**config.mk**
```make
export PLATFORM = sky130hd
export DESIGN_NAME = pipe_ctrl_flat
export DESIGN_NICKNAME = d
export VERILOG_FILES = /design/src/rtl/pipe_ctrl_pkg.sv /design/src/rtl/pipe_ctrl_if.sv /design/src/rtl/pipe_ctrl_seq_cnt.sv /design/src/rtl/pipe_ctrl.sv /design/src/flat_wrapper.sv
export SDC_FILE = /design/constraint.sdc
export NUM_CORES = 1
export LEC_CHECK = 0
export ABC_AREA = 1
export CAP_MARGIN = 20
export CORE_MARGIN = 5
export CORE_UTILIZATION = 50
export CTS_CLUSTER_DIAMETER = 100
export CTS_CLUSTER_SIZE = 28
export DETAILED_ROUTE_END_ITERATION = 7
export GPL_ROUTABILITY_DRIVEN = 0
export PLACE_DENSITY = 0.92
export SLEW_MARGIN = 10
export SYNTH_ARGS = -nofsm -noshare
export SYNTH_HDL_FRONTEND = slang
export SYNTH_SLANG_ARGS = --single-unit
```
**constraint.sdc**
```tcl
create_clock -name clk -period 4.15 [get_ports clk]
set_input_delay 0.83 -clock clk [delete_from_list [all_inputs] [get_ports clk]]
set_output_delay 0.83 -clock clk [all_outputs]
set_load 0.01 [all_outputs]
```
**src/rtl/pipe_ctrl_pkg.sv**
```systemverilog
// Shared types and constants for the pipeline control unit.
package pipe_ctrl_pkg;
  localparam int ADDR_W = 32;
  localparam logic [ADDR_W-1:0] ZERO_WORD = '0;

  typedef enum logic [1:0] {
    RUN      = 2'd0,
    FLUSH    = 2'd1,
    LU_STALL = 2'd2,
    MEM_WAIT = 2'd3
  } state_t;

  // Counter preload for an n-cycle window; the first cycle is spent in RUN.
  function automatic logic [2:0] window_preload(input int n);
    return 3'(n - 1);
  endfunction
endpackage

```
**src/rtl/pipe_ctrl_if.sv**
```systemverilog
// Request/control bundle between the pipeline and pipe_ctrl.
// stall_cnt_o is present only when PIPE_CTRL_STALL_CNT_EN is defined.
interface pipe_ctrl_if;
  import pipe_ctrl_pkg::*;
  logic              jump_flag_i;
  logic [ADDR_W-1:0] jump_addr_i;
  logic              hold_risk_i;
  logic              mem_busy_i;
  logic              pc_load_o;
  logic [ADDR_W-1:0] pc_load_addr_o;
  logic              hold_pc_o;
  logic              hold_if_id_o;
  logic              hold_id_ex_o;
  logic              hold_ex_mem_o;
  logic              flush_if_id_o;
  logic              flush_id_ex_o;
`ifdef PIPE_CTRL_STALL_CNT_EN
  logic [31:0]       stall_cnt_o;
`endif

  modport master (
    input  jump_flag_i, jump_addr_i, hold_risk_i, mem_busy_i,
    output pc_load_o, pc_load_addr_o, hold_pc_o, hold_if_id_o,
           hold_id_ex_o, hold_ex_mem_o, flush_if_id_o, flush_id_ex_o
`ifdef PIPE_CTRL_STALL_CNT_EN
    , output stall_cnt_o
`endif
  );

  modport slave (
    output jump_flag_i, jump_addr_i, hold_risk_i, mem_busy_i,
    input  pc_load_o, pc_load_addr_o, hold_pc_o, hold_if_id_o,
           hold_id_ex_o, hold_ex_mem_o, flush_if_id_o, flush_id_ex_o
`ifdef PIPE_CTRL_STALL_CNT_EN
    , input stall_cnt_o
`endif
  );
endinterface

```
**src/rtl/pipe_ctrl_seq_cnt.sv**
```systemverilog
// Loadable 3-bit down-counter for flush/stall windows; freeze overrides load and decrement.
module pipe_ctrl_seq_cnt (
  input  logic       clk,
  input  logic       arst,
  input  logic       load,
  input  logic [2:0] load_val,
  input  logic       dec,
  input  logic       freeze,
  output logic [2:0] cnt,
  output logic       zero
);
  always_ff @(posedge clk or posedge arst) begin
    if (arst) begin
      cnt <= 3'd0;
    end else if (!freeze) begin
      if (load) begin
        cnt <= load_val;
      end else if (dec && cnt != 3'd0) begin
        cnt <= cnt - 3'd1;
      end
    end
  end

  assign zero = (cnt == 3'd0);
endmodule

```
**src/rtl/pipe_ctrl.sv**
```systemverilog
// Pipeline hold/flush/PC-load sequencer; Mealy outputs, pending redirect kept across memory waits.
// Optional stall-cycle counter enabled by PIPE_CTRL_STALL_CNT_EN.
module pipe_ctrl
  import pipe_ctrl_pkg::*;
#(
  parameter int FLUSH_CYCLES    = 2,
  parameter int LU_STALL_CYCLES = 1
) (
  input logic         clk,
  input logic         arst,
  pipe_ctrl_if.master bus
);
  localparam logic [2:0] FL_INIT = window_preload(FLUSH_CYCLES);
  localparam logic [2:0] LU_INIT = window_preload(LU_STALL_CYCLES);

  state_t            state, state_nxt;
  logic              pend_vld, pend_vld_nxt;
  logic [ADDR_W-1:0] pend_addr, pend_addr_nxt;
  logic              cnt_load, cnt_dec, cnt_freeze, cnt_zero;
  logic [2:0]        cnt_load_val, cnt;
  logic              cnt_last;

  pipe_ctrl_seq_cnt u_cnt (
    .clk      (clk),
    .arst     (arst),
    .load     (cnt_load),
    .load_val (cnt_load_val),
    .dec      (cnt_dec),
    .freeze   (cnt_freeze),
    .cnt      (cnt),
    .zero     (cnt_zero)
  );

  // The window ends on the cycle whose decrement reaches zero.
  assign cnt_last = cnt_zero || (cnt == 3'd1);

  always_ff @(posedge clk or posedge arst) begin
    if (arst) begin
      state     <= RUN;
      pend_vld  <= 1'b0;
      pend_addr <= ZERO_WORD;
    end else begin
      state     <= state_nxt;
      pend_vld  <= pend_vld_nxt;
      pend_addr <= pend_addr_nxt;
    end
  end

  always_comb begin
    state_nxt     = state;
    pend_vld_nxt  = pend_vld;
    pend_addr_nxt = pend_addr;
    cnt_load      = 1'b0;
    cnt_load_val  = 3'd0;
    cnt_dec       = 1'b0;
    cnt_freeze    = 1'b0;
    case (state)
      RUN: begin
        if (bus.mem_busy_i) begin
          state_nxt = MEM_WAIT;
          if (bus.jump_flag_i) begin
            pend_vld_nxt  = 1'b1;
            pend_addr_nxt = bus.jump_addr_i;
          end
        end else if (bus.jump_flag_i) begin
          cnt_load     = 1'b1;
          cnt_load_val = FL_INIT;
          state_nxt    = (FL_INIT != 3'd0) ? FLUSH : RUN;
        end else if (bus.hold_risk_i) begin
          cnt_load     = 1'b1;
          cnt_load_val = LU_INIT;
          state_nxt    = (LU_INIT != 3'd0) ? LU_STALL : RUN;
        end
      end
      FLUSH, LU_STALL: begin
        if (bus.mem_busy_i) begin
          cnt_freeze = 1'b1;
        end else begin
          cnt_dec = 1'b1;
          if (cnt_last) state_nxt = RUN;
        end
      end
      MEM_WAIT: begin
        if (bus.mem_busy_i) begin
          // Only the first redirect counts: EX is frozen, so later ones are repeats.
          if (bus.jump_flag_i && !pend_vld) begin
            pend_vld_nxt  = 1'b1;
            pend_addr_nxt = bus.jump_addr_i;
          end
        end else if (pend_vld) begin
          pend_vld_nxt = 1'b0;
          cnt_load     = 1'b1;
          cnt_load_val = FL_INIT;
          state_nxt    = (FL_INIT != 3'd0) ? FLUSH : RUN;
        end else begin
          state_nxt = RUN;
        end
      end
      default: state_nxt = RUN;
    endcase
  end

  logic              o_pc_load, o_hold_pc, o_hold_if_id, o_hold_id_ex, o_hold_ex_mem;
  logic              o_flush_if_id, o_flush_id_ex;
  logic [ADDR_W-1:0] o_pc_addr;

  always_comb begin
    o_pc_load     = 1'b0;
    o_pc_addr     = ZERO_WORD;
    o_hold_pc     = 1'b0;
    o_hold_if_id  = 1'b0;
    o_hold_id_ex  = 1'b0;
    o_hold_ex_mem = 1'b0;
    o_flush_if_id = 1'b0;
    o_flush_id_ex = 1'b0;
    if (bus.mem_busy_i) begin
      o_hold_pc     = 1'b1;
      o_hold_if_id  = 1'b1;
      o_hold_id_ex  = 1'b1;
      o_hold_ex_mem = 1'b1;
    end else begin
      case (state)
        RUN: begin
          if (bus.jump_flag_i) begin
            o_pc_load     = 1'b1;
            o_pc_addr     = bus.jump_addr_i;
            o_flush_if_id = 1'b1;
            o_flush_id_ex = 1'b1;
          end else if (bus.hold_risk_i) begin
            o_hold_pc     = 1'b1;
            o_hold_if_id  = 1'b1;
            o_flush_id_ex = 1'b1;
          end
        end
        FLUSH: begin
          o_flush_if_id = 1'b1;
          o_flush_id_ex = 1'b1;
        end
        LU_STALL: begin
          o_hold_pc     = 1'b1;
          o_hold_if_id  = 1'b1;
          o_flush_id_ex = 1'b1;
        end
        MEM_WAIT: begin
          if (pend_vld) begin
            o_pc_load     = 1'b1;
            o_pc_addr     = pend_addr;
            o_flush_if_id = 1'b1;
            o_flush_id_ex = 1'b1;
          end
        end
        default: ;
      endcase
    end
  end

  assign bus.pc_load_o      = o_pc_load;
  assign bus.pc_load_addr_o = o_pc_addr;
  assign bus.hold_pc_o      = o_hold_pc;
  assign bus.hold_if_id_o   = o_hold_if_id;
  assign bus.hold_id_ex_o   = o_hold_id_ex;
  assign bus.hold_ex_mem_o  = o_hold_ex_mem;
  assign bus.flush_if_id_o  = o_flush_if_id;
  assign bus.flush_id_ex_o  = o_flush_id_ex;

`ifdef PIPE_CTRL_STALL_CNT_EN
  logic [31:0] stall_cnt;
  always_ff @(posedge clk or posedge arst) begin
    if (arst) begin
      stall_cnt <= 32'd0;
    end else if (o_hold_pc) begin
      stall_cnt <= stall_cnt + 32'd1;
    end
  end
  assign bus.stall_cnt_o = stall_cnt;
`endif
endmodule

```
**src/flat_wrapper.sv**
```systemverilog
// flat-port wrapper written by rule: the top's interface ports become plain ports
module pipe_ctrl_flat import pipe_ctrl_pkg::*;
#(
  parameter int FLUSH_CYCLES    = 2,
  parameter int LU_STALL_CYCLES = 1
)
  (clk, arst, bus_jump_flag_i, bus_jump_addr_i, bus_hold_risk_i, bus_mem_busy_i, bus_pc_load_o, bus_pc_load_addr_o, bus_hold_pc_o, bus_hold_if_id_o, bus_hold_id_ex_o, bus_hold_ex_mem_o, bus_flush_if_id_o, bus_flush_id_ex_o);
  pipe_ctrl_if bus_i ();
  input logic clk;
  input logic arst;
  input wire logic [$bits(bus_i.jump_flag_i)-1:0] bus_jump_flag_i;
  input wire logic [$bits(bus_i.jump_addr_i)-1:0] bus_jump_addr_i;
  input wire logic [$bits(bus_i.hold_risk_i)-1:0] bus_hold_risk_i;
  input wire logic [$bits(bus_i.mem_busy_i)-1:0] bus_mem_busy_i;
  output wire logic [$bits(bus_i.pc_load_o)-1:0] bus_pc_load_o;
  output wire logic [$bits(bus_i.pc_load_addr_o)-1:0] bus_pc_load_addr_o;
  output wire logic [$bits(bus_i.hold_pc_o)-1:0] bus_hold_pc_o;
  output wire logic [$bits(bus_i.hold_if_id_o)-1:0] bus_hold_if_id_o;
  output wire logic [$bits(bus_i.hold_id_ex_o)-1:0] bus_hold_id_ex_o;
  output wire logic [$bits(bus_i.hold_ex_mem_o)-1:0] bus_hold_ex_mem_o;
  output wire logic [$bits(bus_i.flush_if_id_o)-1:0] bus_flush_if_id_o;
  output wire logic [$bits(bus_i.flush_id_ex_o)-1:0] bus_flush_id_ex_o;
  assign bus_i.jump_flag_i = bus_jump_flag_i;
  assign bus_i.jump_addr_i = bus_jump_addr_i;
  assign bus_i.hold_risk_i = bus_hold_risk_i;
  assign bus_i.mem_busy_i = bus_mem_busy_i;
  assign bus_pc_load_o = bus_i.pc_load_o;
  assign bus_pc_load_addr_o = bus_i.pc_load_addr_o;
  assign bus_hold_pc_o = bus_i.hold_pc_o;
  assign bus_hold_if_id_o = bus_i.hold_if_id_o;
  assign bus_hold_id_ex_o = bus_i.hold_id_ex_o;
  assign bus_hold_ex_mem_o = bus_i.hold_ex_mem_o;
  assign bus_flush_if_id_o = bus_i.flush_if_id_o;
  assign bus_flush_id_ex_o = bus_i.flush_id_ex_o;
  pipe_ctrl #(.FLUSH_CYCLES(FLUSH_CYCLES), .LU_STALL_CYCLES(LU_STALL_CYCLES)) u_core (.clk(clk), .arst(arst), .bus(bus_i));
endmodule
```
# Word level (Yosys, flattened, before mapping)
# Index checks and enable logic that the tools add are counted.
totals:
  output_inout_bits: 39
  input_bits: 37
  reg_bits: 38
  wordCells: 82
op_classes:
  n_reduce_logical: 14
  n_eq_ne: 13
  n_bitwise: 1
  mux: 49
  add_sub_neg: 1
ops:
  columns: ["operator", "count"]
  rows:
  - ["$mux 32", 7]
  - ["$pmux 32 s2", 2]
  - ["$mux 1", 22]
  - ["$mux 2", 6]
  - ["$mux 3", 4]
  - ["$ne 2x2->1 const B", 5]
  - ["$pmux 1 s2", 4]
  - ["$reduce_and 4->1", 2]
  - ["$pmux 1 s3", 2]
  - ["$pmux 2 s3", 1]
  - ["$pmux 3 s2", 1]
  - ["$reduce_and 5->1", 1]
  - ["$eq 2x2->1 const B", 2]
  - ["$ne 2x1->1 const B", 2]
  - ["$ne 4x4->1 const B", 1]
  - ["$reduce_bool 2->1", 2]
  - ["$eq 3x1->1 const B", 1]
  - ["$logic_not 3->1", 1]
  - ["$ne 3x2->1 const B", 1]
  - ["$reduce_bool 3->1", 1]
  - ["$sub 3x1->3 const B", 1]
  - ["$eq 2x1->1 const B", 1]
  - ["$logic_and 1x1->1", 2]
  - ["$logic_not 2->1", 1]
  - ["5 further kinds", 5]

# Logic depth before layout (Yosys ltp)
logic_depth:
  depth_word: 6
  mapped_depth: 9
  depth_no_buf: 9

# Hierarchy
# Synthesis repeated with hierarchy kept, for this count alone.
hier_totals:
  hier_cells: 361
  hier_area_um2: 2539.9
by_module_without_submodules:
  columns: ["module", "cells_per_inst", "seq_area_each_um2", "instances", "area_per_inst_um2"]
  rows:
  - ["pipe_ctrl", 331, 875.8, 1, 2333.5]
  - ["pipe_ctrl_seq_cnt", 30, 75.1, 1, 206.4]

# Worst setup path before layout
# No wires, ideal clock.
synth_timing:
  path_type: "input-to-output"
  start: "in bus_mem_busy_i"
  end: "out bus_pc_load_addr_o[10]"
  t_arrival_ps: 1503
  cell_stages: 4
  slack_ps: 1817
  path_buffers: 1
  required_ps: 3320
  path_cell_list: "inv_1 -> nand2_1 -> buf_2 -> o22ai_1"
synth_between:
  elab_chain_cells: 1
synth_lines:
  columns: ["element", "line", "source"]
  rows:
  - ["start, declared", "flat_wrapper.sv:14", "input wire logic [$bits(bus_i.mem_busy_i)-1:0] bus_mem_busy_i;"]
  - ["$mux 32", "pipe_ctrl.sv:116", "if (bus.mem_busy_i) begin"]
  - ["end, declared", "flat_wrapper.sv:16", "output wire logic [$bits(bus_i.pc_load_addr_o)-1:0] bus_pc_load_addr_o;"]
# No other way between the ends.

# Worst setup path after layout
# Same ends and word-level chain as after synthesis.

==> impl_results.md <==
* Die W at around 79 microns
* Largest net degree at the start of global routing at 66
* Fin. Hold Viols at 0
* Antenna violations before repair at 0
* CTS resizes at 0
* CTS tree: built
* Crit path DAT at 2730 ps
* First-pass GRT wire length at 9520 microns
* I/O Pins at 76
* Relative slew margins at 0.515
* Final #Nets at about 440
* CP max-delay cell: clkdlybuf4s50_1
* Total negative slack at 0 ps
* Final instance area at ~3300 sq um
* Cell Area, Placed at 3160 sq um
* Leak pwr at 1.61 nW
* Clk_skew at 7.12 ps
* DPL Wire Length at about 4300 microns
* Synth cell types at 19
* Syn Nets at ~370
* Hold Crit Depth at 2
* Largest incremental delay on the critical path at 570 ps
* Ys Warns at 0
* Most used cell, CP: clkdlybuf4s50_1
* Die area at roughly 6300 sq um
* CTS sink cnt at 38
* Post-Syn Area at 2410 sq um
* DRC errors left at 0
* CP required at 3320 ps
* Status: complete, no violations
* Placement Setup Slack at 601 ps
* Seq/Total Area, Yosys at 0.394
* Slew Viols, Final at 0
* CP Max Fanout at 26
* Max-cap violations at 0
* Ant. Diodes at 0
* Cells after DPL at 446
* Placeable Area at around 4700 sq um
* Cts bufs inserted at 5
* Fmax at between 200 and 300 MHz
* Post-route core utilization at 0.695
* Final WL at 5730 microns
* Fraction of layout cells with a size suffix above 1 at 0.100
* Fill cells at 380
* Wirelength per Cell at between 10 and 15 microns
* Vias in the first global route at approximately 2100
* Avg Cell Area, Syn at 7.38 sq um
* RSZ-0062 raised after global routing: no
* Tcrit/Tclk final at 0.858
* CP Launch Type: primary input
* Initial Utilization at 0.514
* ANT nets after route at 0
* Maximum vdd drop at between 0.0002 and 0.0003 V
* Remaining Overflow, GRT at 0
* Setup CP Type: in -> out
* Vias per Instance at ~4.9
* Final Total Pwr at 1.80 mW
* Initial DRC count at about 130
* Layout Cells excl Fill at 454
* First-pass DRT Iterations at 4
* Clock Path Buffers at 2
* Final setup viols at 0
* Worst reg2reg path depth at 8
* Routed vias at 2227
* Area grow syn2layout at 35.2%
* Hold-fix buffer count after cts at 0
* Worst slew pin tran at ~730 ps
* Synth Register Bits at 38
* CTS root buffer: clkbuf_8
* Power Density at approximately 550 nW/um^2
* Hold Crit Class: reg -> reg
* Die height at roughly 79 microns
* Critical path endpoint category: output pin
* Count of input and output buffers at 75
* # Post-CTS Setup Buffers at 0
* Worst skew pair latency at approximately 280 ps
* Setup ws final at between 500 and 600 ps
* Crit-path cells: clkdlybuf4s50_1 > inv_1 > nand2_1 > buf_4 > o22ai_1 > clkdlybuf4s50_1
* Total GRT Usage at 0.186
* Row count at 25
* Cells after Synth at approximately 330
* Reg clk slew, reported paths at 70 ps
* H-Tree Depth at 2
* Hold WS at approximately 480 ps
* Min Clock Period, post-route at around 3600 ps
## worst paths after layout
kind	slack [ps]	end	startpoint
max	590	bus_pc_load_addr_o[10]	bus_mem_busy_i
max in group asynchronous	2820	u_core.state[0]$_DFFE_PP0P_	arst
min reg2reg	480	u_core.pend_addr[4]$_DFFE_PP0P_	u_core.pend_addr[4]$_DFFE_PP0P_
min in group asynchronous	850	u_core.pend_addr[8]$_DFFE_PP0P_	arst
min	480	u_core.pend_addr[4]$_DFFE_PP0P_	u_core.pend_addr[4]$_DFFE_PP0P_
max reg2reg	2180	u_core.pend_addr[12]$_DFFE_PP0P_	u_core.state[1]$_DFFE_PP0P_
## power by group
group	leakage [nW]	switching, mW	internal (mW)
combinational	1.10	0.529	0.396
sequential	0.472	0.0983	0.541
clock	0.0383	0.117	0.116
total	1.61	0.744	1.05
## flip-flops by register name, summed over array words and instances (netlist names)
register          count
u_core.pend_addr     32
u_core.u_cnt.cnt      3
u_core.state          2
u_core.pend_vld       1
## cells in the final DEF (no fill, tap or decap), drive strengths merged
master,Yosys,routed
clkbuf,1,7
nand4,1,1
dfrtp,38,38
ha,7,7
o22ai,32,32
nand3,11,11
a21oi,3,3
inv,81,81
nand2,86,86
nor2,8,8
o211ai,1,1
clkdlybuf4s50,0,75
o21ai,40,40
buf,18,10
## synth_stat cells
cell,n,area [sq um]
a21oi_1,3,15.0
buf_2,9,45.0
buf_4,3,22.5
buf_6,6,67.6
clkbuf_2,1,5.00
dfrtp_1,38,951
ha_1,7,87.6
inv_1,81,304
nand2_1,85,319
nand2_2,1,6.26
nand3_1,10,50.1
nand3_2,1,10.0
nand4_1,1,6.26
nor2_1,8,30.0
o211ai_1,1,7.51
o21ai_0,6,30.0
o21ai_1,11,55.1
o21ai_2,23,201
o22ai_1,32,200
## cells by family (layout without fill, tap and decap cells)
family / count (synthesis) / count (layout) / synth area share
AND/OR/NAND/NOR: 106 / 106 / 0.175
buffers and inverters: 100 / 173 / 0.184
AO/OA/AOI/OAI: 76 / 76 / 0.211
flip-flops: 38 / 38 / 0.394
adder cells (fa/ha/maj): 7 / 7 / 0.0363
## area by class of cell
type	instances	area, sq um	share of cell area
multi-input combinational	189	1020	0.312
timing repair buffer	85	846	0.259
inverter	81	304	0.0932
clock buffer	7	76.3	0.0234
sequential	38	951	0.291
tap	54	67.6	0.0207
## critical path: cells and delay by family
kind | cells | cell delay, ps
and+or+nand+nor | 1 | 210
buffers and inverters | 4 | 1470
AOI/OAI and AO/OA | 1 | 220
## metal layers
layer	up-vias	wire length, microns	track usage
li1	1157	-	-
met1	994	2500	0.231
met2	64	2800	0.311
met3	12	325	0.0463
met4	0	102	0.0687
met5	-	0	0
(Power assumes the default switching activity.)
